`src/rtl/pcounter_ctrl_pkg.sv`:
```
// Shared types and register map for the pcounter configuration controller.
// Holds the op/state enums, latched-request struct and op legality rule.
package pcounter_ctrl_pkg;

  typedef enum logic [1:0] {
    OP_WR      = 2'b00,
    OP_RD      = 2'b01,
    OP_RESTART = 2'b10,
    OP_RSVD    = 2'b11
  } op_e;

  typedef enum logic [2:0] {
    S_IDLE,
    S_ISSUE,
    S_RD_WAIT,
    S_RS_STOP,
    S_RS_MIN,
    S_RS_START,
    S_RESP
  } state_e;

  localparam logic [4:0] ADDR_DIR   = 5'h00;
  localparam logic [4:0] ADDR_MIN   = 5'h04;
  localparam logic [4:0] ADDR_MAX   = 5'h08;
  localparam logic [4:0] ADDR_STEP  = 5'h0C;
  localparam logic [4:0] ADDR_RSTAT = 5'h10;
  localparam logic [4:0] ADDR_COUNT = 5'h14;
  localparam logic [4:0] ADDR_RENA  = 5'h18;
  localparam logic [4:0] ADDR_START = 5'h1C;

  typedef struct packed {
    op_e         op;
    logic [4:0]  addr;
    logic [31:0] wdata;
  } req_t;

  // RESTART ignores its address, so alignment only matters for WR/RD.
  function automatic logic is_illegal(input logic [1:0] op, input logic [4:0] addr);
    logic bad;
    bad = 1'b0;
    if (op == OP_RSVD) begin
      bad = 1'b1;
    end else if (op != OP_RESTART && addr[1:0] != 2'b00) begin
      bad = 1'b1;
    end else if (op == OP_WR && (addr == ADDR_RSTAT || addr == ADDR_COUNT)) begin
      bad = 1'b1;
    end
    return bad;
  endfunction

endpackage

```
`src/rtl/pcounter_ctrl_rr_arb.sv`:
```
// Round-robin arbiter: combinational grant searching from last+1, pointer
// moves only when the grant is accepted (i_advance).
module pcounter_rr_arb
  import pcounter_ctrl_pkg::*;
#(
  parameter  int NREQ = 2,
  localparam int IDW  = (NREQ > 2) ? 2 : 1
) (
  input  logic            i_clk,
  input  logic            i_rst,
  input  logic [NREQ-1:0] i_req_valid,
  input  logic            i_advance,
  output logic [NREQ-1:0] o_grant,
  output logic [IDW-1:0]  o_grant_id
);

  logic [IDW-1:0] r_last;
  logic [IDW-1:0] w_idx;
  logic           w_found;

  always_comb begin
    o_grant    = '0;
    o_grant_id = '0;
    w_idx      = '0;
    w_found    = 1'b0;
    for (int k = 1; k <= NREQ; k++) begin
      w_idx = IDW'((int'(r_last) + k) % NREQ);
      if (!w_found && i_req_valid[w_idx]) begin
        w_found        = 1'b1;
        o_grant[w_idx] = 1'b1;
        o_grant_id     = w_idx;
      end
    end
  end

  // Reset to the top index so requester 0 is searched first.
  always_ff @(posedge i_clk) begin
    if (i_rst) begin
      r_last <= IDW'(NREQ - 1);
    end else if (i_advance) begin
      r_last <= o_grant_id;
    end
  end

endmodule

```
`src/rtl/pcounter_ctrl.sv`:
```
// Multi-requester cfg controller for pcounter: one op at a time, RESTART as
// an atomic stop/reload/start write sequence, one-cycle response per op.
module pcounter_ctrl
  import pcounter_ctrl_pkg::*;
#(
  parameter int NREQ = 2
) (
  input  logic              i_clk,
  input  logic              i_rst,
  input  logic [NREQ-1:0]   i_req_valid,
  output logic [NREQ-1:0]   o_req_ready,
  input  logic [2*NREQ-1:0] i_req_op,
  input  logic [5*NREQ-1:0] i_req_addr,
  input  logic [32*NREQ-1:0] i_req_wdata,
  output logic [NREQ-1:0]   o_rsp_valid,
  output logic [31:0]       o_rsp_rdata,
  output logic              o_rsp_err,
  output logic              o_cfg_enable,
  output logic              o_cfg_rd_wr,
  output logic [4:0]        o_cfg_addr,
  output logic [31:0]       o_cfg_wdata,
  input  logic [31:0]       i_cfg_rdata,
  output logic              o_busy
);

  localparam int IDW = (NREQ > 2) ? 2 : 1;

  state_e          r_state;
  state_e          w_state_nxt;
  req_t            r_req;
  req_t            w_in;
  req_t            w_req_nxt;
  logic [IDW-1:0]  r_owner;
  logic [IDW-1:0]  w_owner_nxt;
  logic [IDW-1:0]  w_grant_id;
  logic [NREQ-1:0] w_grant;
  logic [NREQ-1:0] w_owner_oh;
  logic            w_accept;
  logic            w_illegal;
  logic            w_cfg_en;
  logic            w_cfg_rd_wr;
  logic [4:0]      w_cfg_addr;
  logic [31:0]     w_cfg_wdata;

  pcounter_rr_arb #(.NREQ(NREQ)) u_arb (
    .i_clk       (i_clk),
    .i_rst       (i_rst),
    .i_req_valid (i_req_valid),
    .i_advance   (w_accept),
    .o_grant     (w_grant),
    .o_grant_id  (w_grant_id)
  );

  assign o_req_ready = (r_state == S_IDLE && !i_rst) ? w_grant : '0;
  assign w_accept    = |(i_req_valid & o_req_ready);
  assign o_busy      = (r_state != S_IDLE);

  always_comb begin
    w_in.op     = op_e'(i_req_op[2*w_grant_id +: 2]);
    w_in.addr   = i_req_addr[5*w_grant_id +: 5];
    w_in.wdata  = i_req_wdata[32*w_grant_id +: 32];
    w_illegal   = is_illegal(w_in.op, w_in.addr);
    w_req_nxt   = w_accept ? w_in : r_req;
    w_owner_nxt = w_accept ? w_grant_id : r_owner;
    w_owner_oh  = '0;
    w_owner_oh[w_owner_nxt] = 1'b1;
  end

  always_comb begin
    w_state_nxt = r_state;
    unique case (r_state)
      S_IDLE: begin
        if (w_accept) begin
          if (w_illegal)                  w_state_nxt = S_RESP;
          else if (w_in.op == OP_RESTART) w_state_nxt = S_RS_STOP;
          else                            w_state_nxt = S_ISSUE;
        end
      end
      S_ISSUE:    w_state_nxt = (r_req.op == OP_RD) ? S_RD_WAIT : S_RESP;
      S_RD_WAIT:  w_state_nxt = S_RESP;
      S_RS_STOP:  w_state_nxt = S_RS_MIN;
      S_RS_MIN:   w_state_nxt = S_RS_START;
      S_RS_START: w_state_nxt = S_RESP;
      S_RESP:     w_state_nxt = S_IDLE;
      default:    w_state_nxt = S_IDLE;
    endcase
  end

  // cfg outputs are registered, so they are decoded from the state being entered.
  always_comb begin
    w_cfg_en    = 1'b0;
    w_cfg_rd_wr = 1'b1;
    w_cfg_addr  = '0;
    w_cfg_wdata = '0;
    unique case (w_state_nxt)
      S_ISSUE: begin
        w_cfg_en    = 1'b1;
        w_cfg_rd_wr = (w_req_nxt.op == OP_RD);
        w_cfg_addr  = w_req_nxt.addr;
        w_cfg_wdata = (w_req_nxt.op == OP_RD) ? 32'd0 : w_req_nxt.wdata;
      end
      S_RS_STOP: begin
        w_cfg_en    = 1'b1;
        w_cfg_rd_wr = 1'b0;
        w_cfg_addr  = ADDR_START;
        w_cfg_wdata = 32'd0;
      end
      S_RS_MIN: begin
        w_cfg_en    = 1'b1;
        w_cfg_rd_wr = 1'b0;
        w_cfg_addr  = ADDR_MIN;
        w_cfg_wdata = w_req_nxt.wdata;
      end
      S_RS_START: begin
        w_cfg_en    = 1'b1;
        w_cfg_rd_wr = 1'b0;
        w_cfg_addr  = ADDR_START;
        w_cfg_wdata = 32'd1;
      end
      default: begin
        w_cfg_en = 1'b0;
      end
    endcase
  end

  always_ff @(posedge i_clk) begin
    if (i_rst) begin
      r_state      <= S_IDLE;
      r_req        <= '0;
      r_owner      <= '0;
      o_cfg_enable <= 1'b0;
      o_cfg_rd_wr  <= 1'b1;
      o_cfg_addr   <= '0;
      o_cfg_wdata  <= '0;
      o_rsp_valid  <= '0;
      o_rsp_rdata  <= '0;
      o_rsp_err    <= 1'b0;
    end else begin
      r_state      <= w_state_nxt;
      o_cfg_enable <= w_cfg_en;
      o_cfg_rd_wr  <= w_cfg_rd_wr;
      o_cfg_addr   <= w_cfg_addr;
      o_cfg_wdata  <= w_cfg_wdata;
      if (w_accept) begin
        r_req   <= w_in;
        r_owner <= w_grant_id;
      end
      o_rsp_valid <= '0;
      o_rsp_rdata <= '0;
      o_rsp_err   <= 1'b0;
      // Only an illegal op jumps from IDLE straight to RESP.
      if (w_state_nxt == S_RESP) begin
        o_rsp_valid <= w_owner_oh;
        o_rsp_err   <= (r_state == S_IDLE);
        if (r_state == S_RD_WAIT) o_rsp_rdata <= i_cfg_rdata;
      end
    end
  end

endmodule
```
`config.mk`:
```
export PLATFORM = sky130hd
export DESIGN_NAME = pcounter_ctrl
export DESIGN_NICKNAME = d
export VERILOG_FILES = /design/src/rtl/pcounter_ctrl_pkg.sv /design/src/rtl/pcounter_ctrl_rr_arb.sv /design/src/rtl/pcounter_ctrl.sv
export SDC_FILE = /design/constraint.sdc
export NUM_CORES = 1
export LEC_CHECK = 0
export ABC_AREA = 1
export CAP_MARGIN = 0
export CELL_PAD_IN_SITES_DETAIL_PLACEMENT = 2
export CELL_PAD_IN_SITES_GLOBAL_PLACEMENT = 2
export CORE_UTILIZATION = 20
export CTS_CLUSTER_SIZE = 24
export DETAILED_ROUTE_END_ITERATION = 16
export PLACE_DENSITY_LB_ADDON = 0.1
export SETUP_SLACK_MARGIN = 0.5
export SYNTH_ARGS = -nofsm -noshare
export SYNTH_HDL_FRONTEND = slang
export SYNTH_HIERARCHICAL = 1
export SYNTH_SLANG_ARGS = --single-unit
```
`constraint.sdc`:
```
create_clock -name i_clk -period 2.05 [get_ports i_clk]
set_input_delay 0.41 -clock i_clk [delete_from_list [all_inputs] [get_ports i_clk]]
set_output_delay 0.41 -clock i_clk [all_outputs]
set_load 0.01 [all_outputs]
```
==> results.toml <==
[clock_tree]
hold_buffers = 0
cts_tree = "yes"
clkSinkCount = 116
clk_latency_ns = 0.41
htreeDepth = 4
clk_pin_slew_ns = 0.05
ctsRootBufferMaster = "clkbuf_16"
cts_buffers = 17
clk_path_buf_depth = 2

[floorplan]
start_util_pct = 20.38
die_y_um = 148.1
die_w_um = 148.1
ios = 191
core-area_um2 = 20960
rows = 53
dieArea_um2 = 21950

[final_layout]
final_common_cell = "dfxtp_1"
num_antenna_cells = 0
final_nets = 913
final_cell_mix = "113 x dfxtp_1, 110 x clkdlybuf4s50_1, 80 x inv_1"
drive_gt1_share_pct = 34.40
area_growth_pct = 104.0
finalNonFillerCells = 1086

[power]
p_leak_nw = 4.179
internal-power_mw = 5.966
p_seq_share_pct = 30.1
share_comb_of_total_power_pct = 35.1
vdd_drop_max_v = 0.0006170
netSwitchingPower_mw = 2.677
powerDensity_nw_per_um2 = 991.8
clock_power_share_pct = 34.8
sw_frac_of_total_pct = 30.98

[sta]
timing.fmax_mhz = 503.8
skew_ns = 0.008301
final.setup.tns_ns = 0
setup_viol = 0
fin_crit_sh_pct = 96.82
worstMarginPinSlew_ns = 0.5764
hold_violations = 0
setup_slack_ns = 0.06512
min_period_ns = 1.985
slew_viol_final = 0
relSlewSlack_pct = 61.16
rsz0062_at_grt = "true"

[route]
drtIter0Drc = 66
vias_per_cell = 4.058
drc = 0
dr.pass1.iters = 4
wirelength_mm = 17.83
vias = 4407
antenna_left = 0
routedWlPerCell_um = 16.42

[critical_path]
cp_cell_sequence = "nand2_8 -> and2_4 -> buf_6 -> o21ai_4 -> nand3_2 -> nand2_4 -> nand2_2 -> nand2_2 -> nor2_4 -> a21oi_4 -> buf_6 -> buf_16 -> nor2_2"
rr_endpoint = "o_cfg_wdata[30]"
ff2ff_setup_slack_ns = 0.07
path_max_fanout = 8
startpoint_type = "flop"
slowest_stage = "dfxtp_4"
crit_type = "reg -> reg"
cp_data_arrival_time_ns = 2.29
required_ns = 2.35
rr_startpoint = "u_arb/r_last"
cpPeakStageDelay_ns = 0.38
end_kind = "flop"
ff2ff_path_depth = 13

[yosys]
syn_avg_cell_area_um2 = 8.090
yosysWarnings = 6
yosysTopAreaCellShare_pct = 54.36
ys_ff_latch = 116
syn_area_um2 = 4272
synth.area.top_cells = "dfxtp_1 54%, nand2_1 9.4%, inv_1 7.7%"
synth.largest_area_cell = "dfxtp_1"
synth-seq-area-share_pct = 54.36
yosysUniqueCellTypes = 30
syn_inst = 528

[global_route]
grt_pass1_vias = 4749
gr-usage-all-layers_pct = 15.24
grt_pass1_wl_mm = 25.10
overflow = 0
antenna_found_initial = 0
grt_max_degree = 33

[place]
preCtsSetupSlack_ns = -0.5805
post-place-cells = 1003
place_congestion = 0.7692
placement.io_buffers = 190
hpwlAfterDp_mm = 11.10

[outcome]
status = "complete, no violations"

[hold_path]
hold_end = "r_req[34]"
hp-class = "reg -> reg"
whs_path_depth = 2
min_from = "r_req[34]"

[flow_run]
cap_violations = 0
registers in the layout, indices dropped and copies added, names as in the netlist, 2 cells and up:
name and cells:
r_req 37, o_cfg_wdata 32, o_rsp_rdata 32, o_cfg_addr 5, r_state 3, o_rsp_valid 2
cell families after synthesis:
family	share of synthesized area, %
compound gates	5.976
flops	54.36
simple gates	21.29
mux	7.264
other cells	0.08779
buf+inv	11.01
synthesized netlist by cell type, drive strengths merged:
library cell / count
a31oi: 1
mux2i: 31
o211ai: 1
clkinv: 1
nand4: 1
nand2: 112
nand3: 13
clkbuf: 7
nand3b: 1
inv: 89
a21oi: 7
buf: 16
o21ai: 39
nor3b: 2
nor2: 85
dfxtp: 116
and2: 3
nor3: 2
conb: 1
how the worst max path moves through the flow:
stage / slack (ns) / end / startpoint
finish: 0.07 / o_cfg_wdata[30] / u_arb/r_last
global route: -0.03 / o_cfg_wdata[22] / u_arb/r_last
CTS: 0.05 / o_cfg_wdata[30] / u_arb/r_last
detailed placement: -0.58 / o_cfg_wdata[27] / i_req_valid[0]
global placement: -0.50 / o_cfg_addr[2] / i_req_valid[0]
floorplan: 0.27 / o_cfg_wdata[27] / i_req_valid[0]
area by class of cell:
cell class,instances,area [um2]
Clock buffer,18,439.2
Clock inverter,13,157.7
Fill cell,2290,12240
Inverter,90,352.8
Multi-Input combinational cell,300,2266
Sequential cell,116,2333
Tap cell,275,344.1
Timing Repair Buffer,274,2821
metrics by stage:
| stage | power [mW] | area, um2 | util, % | hold WS, ns |
|---|---|---|---|---|
| finish | 8.643 | 8715 | 41.59 | 0.4803 |
| global route | 9.098 | 8715 | 41.59 | 0.5010 |
| CTS | 8.112 | 7919 | 37.79 | 0.4958 |
| detailed placement | 4.477 | 6729 | 32.11 | 0.4884 |
| global placement | 4.408 | 6729 | 32.11 | 0.4676 |
| floorplan | 3.547 | 4369 | - | 0.4462 |
power groups by stage:
stage,combinational (mW),clock [mW],sequential (mW)
floorplan,0.881,0,2.67
global placement,1.79,0,2.62
detailed placement,1.85,0,2.63
CTS,2.42,3.11,2.59
global route,3.25,3.22,2.62
finish,3.03,3.01,2.60
routing by layer:
| layer | track usage [%] | part of all wire [%] | routed length, um |
|---|---|---|---|
| met4 | 5.464 | 1.2 | 217 |
| met3 | 4.785 | 6.1 | 1093 |
| met2 | 28.24 | 54 | 9649 |
| met1 | 16.07 | 39 | 6867 |
| met5 | 0 | 0 | 0 |
worst max-delay path: cells and delay by family (launching register included):
family / cells / cell delay, ns
compound gates: 2 / 0.35
buf+inv: 3 / 0.45
flops: 1 / 0.38
simple gates: 8 / 0.69
timing repair:
| item | CTS | global route |
|---|---|---|
| setup buffers | 21 | 17 |
| setup endpoints to repair | 191 | 84 |
| pin swaps | 23 | 13 |
| cloned | 8 | 6 |
| resized for setup | 183 | 141 |
Note: power is estimated with default switching activity, not from simulation.
